==> src/rtl/fsqrt_nr.sv <==
// fsqrt_nr: Newton-Raphson refinement of a 1/sqrt(x) seed into a float32 sqrt(x).
// One shared 32x32 multiplier; the FSM picks its operands each cycle.
// Fixed point values are Q2.30 unsigned; all of them stay below 4.
module fsqrt_nr #(
    parameter int ITER = 2
) (
    input  logic        clk,
    input  logic        rst,
    input  logic [31:0] x,
    input  logic [31:0] y0,
    input  logic        in_valid,
    output logic        in_ready,
    output logic [31:0] y,
    output logic        out_valid,
    input  logic        out_ready
);
    typedef enum logic [2:0] {IDLE, SQ, MA, UPD, FIN, PACK, DONE} state_t;
    typedef enum logic [1:0] {SP_NORM, SP_ZERO, SP_NAN, SP_INF} spc_t;

    localparam logic [31:0] THREE  = 32'hC000_0000;  // 3.0 in Q2.30
    localparam logic [31:0] R_DFLT = 32'h3000_0000;  // 0.75 fallback seed
    localparam logic [2:0]  ITER_C = 3'(ITER);

    state_t state, state_nxt;
    logic [31:0] a, r, t, q;
    logic signed [9:0] k;
    spc_t spc;
    logic sgn;
    logic [2:0] cnt;
    logic accept;

    // capture-side decode
    logic [7:0]  e;
    logic [22:0] m;
    logic [9:0]  ediff, sexp;
    logic signed [9:0] kc;
    logic [31:0] a_c, r_c;
    spc_t spc_c;

    // multiplier
    logic [31:0] mul_a, mul_b;
    logic [63:0] prod;

    // pack
    logic [25:0] qr;
    logic [9:0]  eo, eo_adj;
    logic [22:0] mant;
    logic [31:0] y_pk;

    assign e = x[30:23];
    assign m = x[22:0];
    assign accept = in_valid && in_ready;

    // Operand alignment, exponent halving, seed scaling and special-case decode
    always_comb begin
        ediff = {2'b00, e} - 10'd127;
        kc    = $signed(ediff) >>> 1;
        sexp  = {2'b00, y0[30:23]} + $unsigned(kc);
        // odd e: a = 1.m; even e: a = 2 * 1.m, so a is in [1,4)
        a_c   = e[0] ? {2'b01, m, 7'b0} : {1'b1, m, 8'b0};
        case (sexp)
            10'd127: r_c = {2'b01, y0[22:0], 7'b0};
            10'd126: r_c = {3'b001, y0[22:0], 6'b0};
            default: r_c = R_DFLT;
        endcase
        if (e == 8'd0)                      spc_c = SP_ZERO;
        else if (x[31])                     spc_c = SP_NAN;
        else if (e == 8'hFF && m != 23'd0)  spc_c = SP_NAN;
        else if (e == 8'hFF)                spc_c = SP_INF;
        else                                spc_c = SP_NORM;
    end

    // Shared multiplier operand selection per FSM step
    always_comb begin
        mul_a = '0;
        mul_b = '0;
        case (state)
            SQ:      begin mul_a = r; mul_b = r;         end
            MA:      begin mul_a = a; mul_b = t;         end
            UPD:     begin mul_a = r; mul_b = THREE - t; end
            FIN:     begin mul_a = a; mul_b = r;         end
            default: ;
        endcase
        prod = 64'(mul_a) * 64'(mul_b);
    end

    // Round q to 23 fraction bits and renormalise into the result word
    always_comb begin
        qr     = {1'b0, q[31:7]} + 26'(q[6]);
        eo     = 10'd127 + $unsigned(k);
        eo_adj = eo;
        mant   = qr[22:0];
        if (qr >= 26'h100_0000) begin
            mant   = '0;
            eo_adj = eo + 10'd1;
        end else if (qr < 26'h080_0000) begin
            mant   = {qr[21:0], 1'b0};
            eo_adj = eo - 10'd1;
        end
        case (spc)
            SP_ZERO: y_pk = {sgn, 31'b0};
            SP_NAN:  y_pk = 32'h7fc0_0000;
            SP_INF:  y_pk = 32'h7f80_0000;
            default: y_pk = {1'b0, eo_adj[7:0], mant};
        endcase
    end

    // State register
    always_ff @(posedge clk or posedge rst) begin
        if (rst) state <= IDLE;
        else     state <= state_nxt;
    end

    // Next-state: one multiply per state, fixed iteration count
    always_comb begin
        state_nxt = state;
        case (state)
            IDLE: if (in_valid) state_nxt = SQ;
            SQ:   state_nxt = MA;
            MA:   state_nxt = UPD;
            UPD:  state_nxt = (cnt + 3'd1 == ITER_C) ? FIN : SQ;
            FIN:  state_nxt = PACK;
            PACK: state_nxt = DONE;
            DONE: if (out_ready) state_nxt = IDLE;
            default: state_nxt = IDLE;
        endcase
    end

    // Handshake outputs decoded from state
    always_comb begin
        in_ready  = (state == IDLE);
        out_valid = (state == DONE);
    end

    // Datapath registers: capture, refine, pack
    always_ff @(posedge clk or posedge rst) begin
        if (rst) begin
            a   <= '0;
            r   <= '0;
            t   <= '0;
            q   <= '0;
            k   <= '0;
            spc <= SP_NORM;
            sgn <= 1'b0;
            cnt <= '0;
            y   <= '0;
        end else begin
            case (state)
                IDLE: if (accept) begin
                    a   <= a_c;
                    r   <= r_c;
                    k   <= kc;
                    spc <= spc_c;
                    sgn <= x[31];
                    cnt <= '0;
                end
                SQ:   t <= prod[61:30];
                MA:   t <= prod[61:30];
                UPD: begin
                    r   <= {1'b0, prod[61:31]};
                    cnt <= cnt + 3'd1;
                end
                FIN:  q <= prod[61:30];
                PACK: y <= y_pk;
                default: ;
            endcase
        end
    end

    logic unused_bits;
    assign unused_bits = ^{prod[63:62], prod[29:0], q[5:0], y0[31], eo_adj[9:8]};
endmodule

==> config.mk <==
export PLATFORM = sky130hd
export DESIGN_NAME = fsqrt_nr
export DESIGN_NICKNAME = d
export VERILOG_FILES = /design/src/rtl/fsqrt_nr.sv
export SDC_FILE = /design/constraint.sdc
export NUM_CORES = 2
export LEC_CHECK = 0
export BUFFER_PORTS_ARGS = -buffer_cell sky130_fd_sc_hd__buf_2
export CAP_MARGIN = 15
export CORE_UTILIZATION = 45
export DETAILED_ROUTE_END_ITERATION = 10
export PLACE_DENSITY_LB_ADDON = 0.15
export SETUP_SLACK_MARGIN = 0.3
export SYNTH_ARGS = -nofsm -noshare
export SYNTH_HDL_FRONTEND = slang
export SYNTH_SLANG_ARGS = --single-unit
==> constraint.sdc <==
create_clock -name clk -period 11.6 [get_ports clk]
set_input_delay 1.74 -clock clk [delete_from_list [all_inputs] [get_ports clk]]
set_output_delay 1.74 -clock clk [all_outputs]
set_load 0.05 [all_outputs]
==> flow_summary.yaml <==
outcome:
  status: "finished clean"
floorplanning:
  fp.coreArea_mm2: 0.09056
  initial_core_util_pct: 45.73
  io_pins: 102
  dieArea_mm2: 0.09324
  fp.dieH_um: 305.4
  die_w_um: 305.4
  placementRows: 110
worst_setup_path:
  reg2reg_slack_ps: 670
  timing.rr.end: "r[26]"
  path_common_cell: "fa_1"
  crit_start: "t[0]"
  worst_setup_path_start_kind: "register"
  cpPeakStageDelay_ps: 680
  end_kind: "register"
  regToRegStartpoint: "t[0]"
  critPathKind: "reg2reg"
  critPathRequiredTime_ps: 11860
  crit_slowest_cell: "o21a_1"
  arrival_ps: 11190
  critical_path.endpoint: "r[26]"
  r2r_cells: 33
  path_max_fanout: 9
layout:
  area.growth.synth_to_final_pct: 7.134
  nNetsFinal: 6052
  drive_gt1_share_pct: 7.401
  fillers: 8857
sta:
  finalSetupTns_ps: 0
  finalSetupViolations: 0
  rsz0062_at_grt: "no"
  relSlewSlack_pct: 20.45
  worst_pin_slew_ps: 1189
  timing.final.crit_share_pct: 94.21
  hold_violations: 0
  min_period_ps: 10930
  slew_viol_final: 0
  timing.fmax_ghz: 0.09151
  finClkSkew_ps: 12.49
flow_run:
  drv_cap: 0
synthesis:
  syn_area_mm2: 0.04141
  yosysTopAreaCell: "fa_1"
  yosysTopAreaCellShare_pct: 43.27
  yosys-top-cells-count: "inv_1, fa_1, nand2_1"
  syn_inst: 4809
  synthArstFlopShare_pct: 100.0
  syn-num-nets: 6037
  synthDistinctLibCells: 84
  ys.flop_type: "dfrtp_1"
  synth_edf_count: 0
  ys_top_cells_by_area: "fa_1, dfrtp_1, inv_1"
  ys_warn_count: 0
  seq_area_frac_synth_pct: 9.850
  yosysMostFrequentCell: "inv_1"
  avgSynthCellArea_um2: 8.611
  ys_seq_elements: 163
worst_hold_path:
  hold_class: "reg2reg"
cts:
  cts_tree: "yes"
  htreeDepth: 4
  cts_sinks: 163
  holdBufCountCts: 0
  clk_pin_slew_worst_paths_ps: 60
  cts.path.max_buffers: 2
  numCtsBuffers: 17
  root_buffer: "clkbuf_16"
  insertion_delay_ps: 440
route:
  drt_pass1_iterations: 6
  via_count: 32985
  routed_wirelength_um: 137900
  antenna_left: 0
  drc: 0
  viasPerCell: 5.485
  dr.first_iter.drc_count: 2575
  routedWlPerCell_um: 22.94
placement:
  port_buffers: 100
  dp_hpwl_um: 111700
  gp_congestion: 0.9623
global_route:
  grt_remaining_overflow: 0
  antenna_found_initial: 10
  grt_start_max_net_pins: 100
  grt_pass1_wl_um: 211000
  grt_pass1_vias: 34668
  track_usage_pct: 30.39
-- critical path: cells and delay by family, from the launching register on --
family	cells	cell delay [ps]
compound gates	11	3110
fa+ha+maj	10	4620
buf+inv	4	540
simple gates	6	1340
xor+xnor	2	680
flops	1	430
-- layout by cell type, fill, tap and decap left out, types with 41 or more instances in the layout --
master   instances
nand2_1        837
ha_1           265
nor2_1         494
inv_1          970
dfrtp_1        163
nand3_1         46
buf_4          153
buf_2          100
a21oi_1         87
o21ai_0        162
xnor2_1         58
fa_1           895
a21o_1          41
xor2_1          53
-- cell type report --
class	instances	area (um2)	area share, %
multi-input combinational	3416	32860	74.06
sequential	163	4079	9.194
inverter	971	3650	8.227
timing repair buffer	255	1689	3.807
tap	1176	1471	3.317
clock buffer	19	442.9	0.9984
clock inverter	13	172.7	0.3892
antenna	1	2.502	0.005641
-- metal layers --
layer,global-route usage (%),vias up,routed length [um],part of all wire [%]
li1,-,14596,-,-
met1,39.97,16942,56250,41
met2,50.72,1195,66030,48
met3,4.333,250,9485,6.9
met4,11.79,2,6171,4.5
met5,0,-,16,0.012
-- how the worst min path moves through the flow --
stage | from | endpoint | slack (ps) | cells after the start
after floorplan | sgn | sgn | 450 | 2
after global placement | y[17] | y[17] | 460 | 1
after detailed placement | y[31] | y[31] | 460 | 2
after CTS | y[31] | y[31] | 480 | 2
after global routing | y[18] | y[18] | 500 | 2
final | y[31] | y[31] | 480 | 2
-- registers in the layout (all words and copies together), names as in the netlist --
name	cells
state	3
q	26
y	32
k	8
spc	2
cnt	3
t	32
r	31
a	25
sgn	1
-- what timing repair did --
action	CTS	global route
gates resized for setup	0	1
endpoints found under the setup margin	0	6
setup buffers	0	0
-- per-stage QoR --
stage          hold WS (ps)  setup WS [ps]  cells  area (um2)  utilization [%]
5_1_grt               500.4          323.7   6014       44360            48.99
3_5_place_dp          464.5          780.5   5981       43740            48.30
2_1_floorplan         445.6           2501   4809       41410                -
6_report              475.4          672.2   6014       44360            48.99
4_1_cts               483.2          727.5   6013       44360            48.98
3_3_place_gp          458.3          886.6   5981       43740            48.30
-- logic make-up after synthesis --
group	after synthesis	synth area share (%)
AOI/OAI and AO/OA	555	8.790
buffers and inverters	1230	11.19
DFF	163	9.850
muxes	44	1.091
xor gates and xnor gates	112	2.387
and+or+nand+nor	1545	15.41
adders and majority gates	1160	51.28
Power is not shown: default switching activity piles up to over one toggle a cycle in this logic, so the estimate is an artifact.
